[src/rtl/cellrv32_gpio_arbiter.sv]
// Round-robin arbiter sharing the GPIO slave port between two masters.
// One outstanding transfer: single-cycle strobe, then ack wait with timeout.
module cellrv32_gpio_arbiter #(
   parameter int TIMEOUT = 16
) (
   input  logic        clk_i,
   input  logic        rstn_i,
   input  logic        m0_req_i,
   input  logic        m0_we_i,
   input  logic [31:0] m0_addr_i,
   input  logic [31:0] m0_wdata_i,
   output logic [31:0] m0_rdata_o,
   output logic        m0_ack_o,
   output logic        m0_err_o,
   input  logic        m1_req_i,
   input  logic        m1_we_i,
   input  logic [31:0] m1_addr_i,
   input  logic [31:0] m1_wdata_i,
   output logic [31:0] m1_rdata_o,
   output logic        m1_ack_o,
   output logic        m1_err_o,
   output logic [31:0] s_addr_o,
   output logic        s_rden_o,
   output logic        s_wren_o,
   output logic [31:0] s_data_o,
   input  logic [31:0] s_data_i,
   input  logic        s_ack_i
);

   typedef enum logic [1:0] {
      S_IDLE,
      S_ISSUE,
      S_WAIT,
      S_DONE
   } state_t;

   localparam logic [7:0] TMO_LAST = 8'(TIMEOUT - 1);

   state_t      state_q;
   state_t      state_d;
   logic        gnt_q;
   logic        last_q;
   logic        we_q;
   logic        err_q;
   logic [31:0] addr_q;
   logic [31:0] wdata_q;
   logic [31:0] rdata_q;
   logic [7:0]  cnt_q;
   logic        pick;
   logic        any_req;
   logic        tmo;
   logic        done;
   logic        busy;

   assign any_req = m0_req_i | m1_req_i;
   assign tmo     = (cnt_q >= TMO_LAST);

   // gnt/last encoding: 0 = m0, 1 = m1
   always_comb begin
      pick = 1'b0;
      unique case (1'b1)
         (m0_req_i & m1_req_i): pick = ~last_q;
         (m1_req_i & ~m0_req_i): pick = 1'b1;
         default: pick = 1'b0;
      endcase
   end

   always_ff @(posedge clk_i or negedge rstn_i) begin
      if (!rstn_i) begin
         state_q <= S_IDLE;
      end else begin
         state_q <= state_d;
      end
   end

   always_comb begin
      state_d = state_q;
      unique case (state_q)
         S_IDLE: begin
            if (any_req) begin
               state_d = S_ISSUE;
            end
         end
         S_ISSUE: begin
            state_d = S_WAIT;
         end
         S_WAIT: begin
            if (s_ack_i || tmo) begin
               state_d = S_DONE;
            end
         end
         S_DONE: begin
            state_d = S_IDLE;
         end
      endcase
   end

   always_ff @(posedge clk_i or negedge rstn_i) begin
      if (!rstn_i) begin
         gnt_q   <= 1'b0;
         last_q  <= 1'b1;
         we_q    <= 1'b0;
         err_q   <= 1'b0;
         addr_q  <= '0;
         wdata_q <= '0;
         rdata_q <= '0;
         cnt_q   <= '0;
      end else begin
         unique case (state_q)
            S_IDLE: begin
               if (any_req) begin
                  gnt_q   <= pick;
                  we_q    <= pick ? m1_we_i : m0_we_i;
                  addr_q  <= pick ? m1_addr_i : m0_addr_i;
                  wdata_q <= pick ? m1_wdata_i : m0_wdata_i;
               end
            end
            S_ISSUE: begin
               cnt_q <= '0;
            end
            S_WAIT: begin
               if (s_ack_i) begin
                  rdata_q <= we_q ? 32'h0 : s_data_i;
                  err_q   <= 1'b0;
               end else begin
                  if (cnt_q != 8'hFF) begin
                     cnt_q <= cnt_q + 8'd1;
                  end
                  if (tmo) begin
                     rdata_q <= '0;
                     err_q   <= 1'b1;
                  end
               end
            end
            S_DONE: begin
               last_q <= gnt_q;
            end
         endcase
      end
   end

   always_comb begin
      done = (state_q == S_DONE);
      busy = (state_q == S_ISSUE) || (state_q == S_WAIT);
      s_rden_o = (state_q == S_ISSUE) & ~we_q;
      s_wren_o = (state_q == S_ISSUE) & we_q;
      s_addr_o = busy ? addr_q : 32'h0;
      s_data_o = (busy & we_q) ? wdata_q : 32'h0;
      m0_ack_o = done & ~gnt_q;
      m1_ack_o = done & gnt_q;
      m0_err_o = m0_ack_o & err_q;
      m1_err_o = m1_ack_o & err_q;
      m0_rdata_o = m0_ack_o ? rdata_q : 32'h0;
      m1_rdata_o = m1_ack_o ? rdata_q : 32'h0;
   end

endmodule

[config.mk]
export PLATFORM = sky130hd
export DESIGN_NAME = cellrv32_gpio_arbiter
export DESIGN_NICKNAME = d
export VERILOG_FILES = /design/src/rtl/cellrv32_gpio_arbiter.sv
export SDC_FILE = /design/constraint.sdc
export NUM_CORES = 1
export LEC_CHECK = 0
export ABC_AREA = 1
export CAP_MARGIN = 0
export CORE_ASPECT_RATIO = 1.2
export CORE_MARGIN = 5
export CORE_UTILIZATION = 45
export CTS_CLUSTER_SIZE = 10
export DETAILED_ROUTE_END_ITERATION = 7
export DONT_BUFFER_PORTS = 1
export PLACE_DENSITY_LB_ADDON = 0.1
export SKIP_LAST_GASP = 1
export SYNTH_ARGS = -nofsm -noshare
export SYNTH_HDL_FRONTEND = slang
export SYNTH_SLANG_ARGS = --single-unit
[constraint.sdc]
create_clock -name clk_i -period 1.91 [get_ports clk_i]
set_input_delay 0.2865 -clock clk_i [delete_from_list [all_inputs] [get_ports clk_i]]
set_output_delay 0.2865 -clock clk_i [all_outputs]
set_load 0.01 [all_outputs]
==> flow_summary.toml <==
[die]
die_h_um = 133.7
boundaryPins = 301
initial_utilization = 0.4571
die_w_um = 113.1
num_rows = 45
die-area_um2 = 15120
core_um2 = 12560

[sta]
fin_crit_ns = 1.951
fin_crit_sh = 1.021
drv_slew = 0
whs_ns = -0.3670
setup_ws_ns = -0.04082
slew_headroom = 0.6102
rsz0062_at_grt = "yes"
finalSetupViolCount = 75
max_freq_mhz = 512.6
tightest_slew_ns = 0.5838
hold_violations = 110
clock_skew_ns = 0.008392

[synthesis]
yosysTopAreaCell = "dfrtp_1"
synth_warnings = 0
syn_nets = 960
syn_area_um2 = 5739
synth.area.top_cells = "dfrtp_1 (48%), nor2_1 (12%), o21ai_0 (9.4%)"
ys_seq_area_frac = 0.4798
synth.distinct_cells = 23
netlist.area_leader.share = 0.4753
synth_seq_cells = 110
syn_area_per_cell_um2 = 7.293
synthCells = 787

[clock_tree]
htreeDepth = 3
insertion_delay_ns = 0.35
cts_tree = "yes"
clock-sinks = 110
clkTransAtPathRegs_ns = 0.08
root_buffer = "clkbuf_16"
cts_made_buffers = 9
clockBufferDepth = 2

[finish]
layout.area.seq_um2 = 2754
multi_input_comb_area_um2 = 2536
stdcell_area_um2 = 7264
instances_no_fill = 1016
n_fill_cell = 1144
layout-drive-gt1-share = 0.2007
antennaDiodeCount = 0
area_growth_pct = 26.58
final_nets = 1021

[power]
p_int_uw = 7111
pwr-share-clk = 0.149
swShare = 0.4364
p_per_area_nw_per_um2 = 1737
power_frac_comb = 0.543
p_seq_frac = 0.308
power.switching_uw = 5507
ir_drop_mv = 0.7480
power_leakage_uw = 0.003552

[grt]
grt_busiest_layer = "met2"
use_met2 = 0.3953
first_global_vias = 5423
grt_max_degree = 111
overflow = 0
grtUsageMet1 = 0.2720
use_met3 = 0.06770
grt_pass1_wl_um = 27740
grt.total_usage = 0.2283
antenna_found_initial = 0

[drt]
drt.antenna.violating_nets = 0
finalWirelength_um = 18210
drc = 0
num_vias = 5395
vias_per_cell = 5.310
avgRoutedWirePerCell_um = 17.93
drt_iter0_markers = 278
first_pass_iters = 5

[worst_setup_path]
crit_fanout = 8
critPathCaptureType = "primary output"
startpoint_type = "flip-flop"
arrival_ns = 1.66
crit_required_ns = 1.62
timing_worst_setup_path_type = "reg -> out"

[job]
maxCapViolCount = 0

[run_status]
violations = "negative hold slack, negative setup slack"
status = "finished with violations"

[place]
detailed_place_hpwl_um = 12610
gp_congestion = 0.8896
placed_area_um2 = 6422
dp_cells = 983
io_buffers = 0

[hold_path]
min_path_type = "in -> async"
==> state kept, by name, indices dropped and copies added, names as in the netlist <==
register  count
last_q        1
we_q          1
addr_q       32
rdata_q      32
wdata_q      32
err_q         1
cnt_q         8
gnt_q         1
state_q       2
==> synthesized netlist by cell type, drive strengths merged <==
master and instances:
or2 2, nor2 178, o21ai 138, nand2 100, xor2 1, ha 6, a21oi 2, buf 28
dfrtp 109, o22ai 33, nand3 45, clkbuf 23, o211ai 1, dfstp 1, inv 120
==> layout by cell type, fill, tap and decap left out <==
cell type / netlist / final
nor2_1: 176 / 141
inv_1: 115 / 112
dfrtp_1: 109 / 109
o21ai_0: 108 / 108
nand2_1: 99 / 98
buf_4: 2 / 74
nand3_1: 45 / 45
o22ai_1: 33 / 33
o21ai_1: 30 / 30
nor2_2: 1 / 20
nor2_4: 1 / 17
buf_6: 0 / 14
clkbuf_16: 0 / 12
buf_12: 0 / 7
inv_2: 5 / 6
inv_6: 0 / 3
ha_1: 6 / 3
ha_4: 0 / 3
clkinv_4: 0 / 3
buf_16: 0 / 3
or2_2: 2 / 2
a21oi_4: 1 / 2
nand2_8: 0 / 1
nand2_2: 1 / 1
o211ai_1: 1 / 1
xor2_1: 1 / 1
bufinv_16: 0 / 1
clkinvlp_4: 0 / 1
dfstp_2: 1 / 1
==> area by class of cell <==
class	count	area share
clock buffers	9	0.03100
repair buffers	101	0.1392
well taps	164	0.02825
clock inverters	6	0.009990
multi-input cells	506	0.3491
inverters	120	0.06338
flip-flops and latches	110	0.3791
==> layer usage <==
| metal | vias to the layer above | share of wire | routed length [um] |
|---|---|---|---|
| met2 | 274 | 0.51 | 9248 |
| met5 | - | 0 | 0 |
| li1 | 2586 | - | - |
| met4 | 0 | 0.020 | 371 |
| met1 | 2509 | 0.38 | 6934 |
| met3 | 26 | 0.091 | 1658 |
==> logic make-up (layout without fill, tap and decap cells) <==
logic type,count (synthesis),after routing,share of synthesized area
AOI/OAI and AO/OA,174,174,0.1620
adders and majority gates,6,6,0.01308
and+or+nand+nor,325,325,0.2254
xor gates and xnor gates,1,1,0.001526
DFF,110,110,0.4798
buffers and inverters,171,236,0.1182
==> worst max-delay path, cell delays in order, from the launching register on <==
cell and delay, ns:
dfrtp_1 0.37, buf_4 0.14, ha_4 0.13, inv_2 0.05, nor2_4 0.14, inv_6 0.08
clkbuf_16 0.18, nor2_2 0.10, buf_4 0.13
==> stage by stage <==
stage                     setup WS [ns]  setup TNS (ns)  utilization  total power [uW]  hold slack (ns)
after floorplan                  0.2048               0            -              7582        -0.009091
after global placement           0.1854               0       0.5115              9226        -0.005966
after detailed placement         0.1057               0       0.5115              9370        -0.005827
after CTS                      -0.03181         -0.4397       0.5532             12010          -0.3799
after global routing            -0.1266          -8.797       0.5786             13590          -0.3891
final                          -0.04082          -1.083       0.5786             12620          -0.3670
==> path summary, 6_finish.rpt <==
check,start,endpoint,slack (ns),cells after the start
min,rstn_i,wdata_q[20],-0.37,0
max reg2reg,state_q[0],addr_q[3],0.17,9
max in group asynchronous,rstn_i,last_q,2.08,0
min reg2reg,last_q,last_q,0.49,2
min in group clk_i,s_data_i[13],rdata_q[13],0.09,2
max,state_q[0],m0_rdata_o[27],-0.04,8
==> repair_timing <==
item	in CTS	in global routing
resized for setup	26	60
setup buffers	8	4
endpoints found under the hold margin	110	110
gates cloned	3	3
setup endpoints to repair	94	129
pin swaps	2	2
==> power by group through the flow <==
stage / clock network [uW] / registers [uW] / logic (uW)
after global routing: 2040 / 3980 / 7560
after floorplan: 0 / 3770 / 3810
after CTS: 1930 / 3870 / 6210
after global placement: 0 / 3880 / 5350
final: 1880 / 3880 / 6850
after detailed placement: 0 / 3900 / 5470
Note: power is estimated with default switching activity, not from simulation.
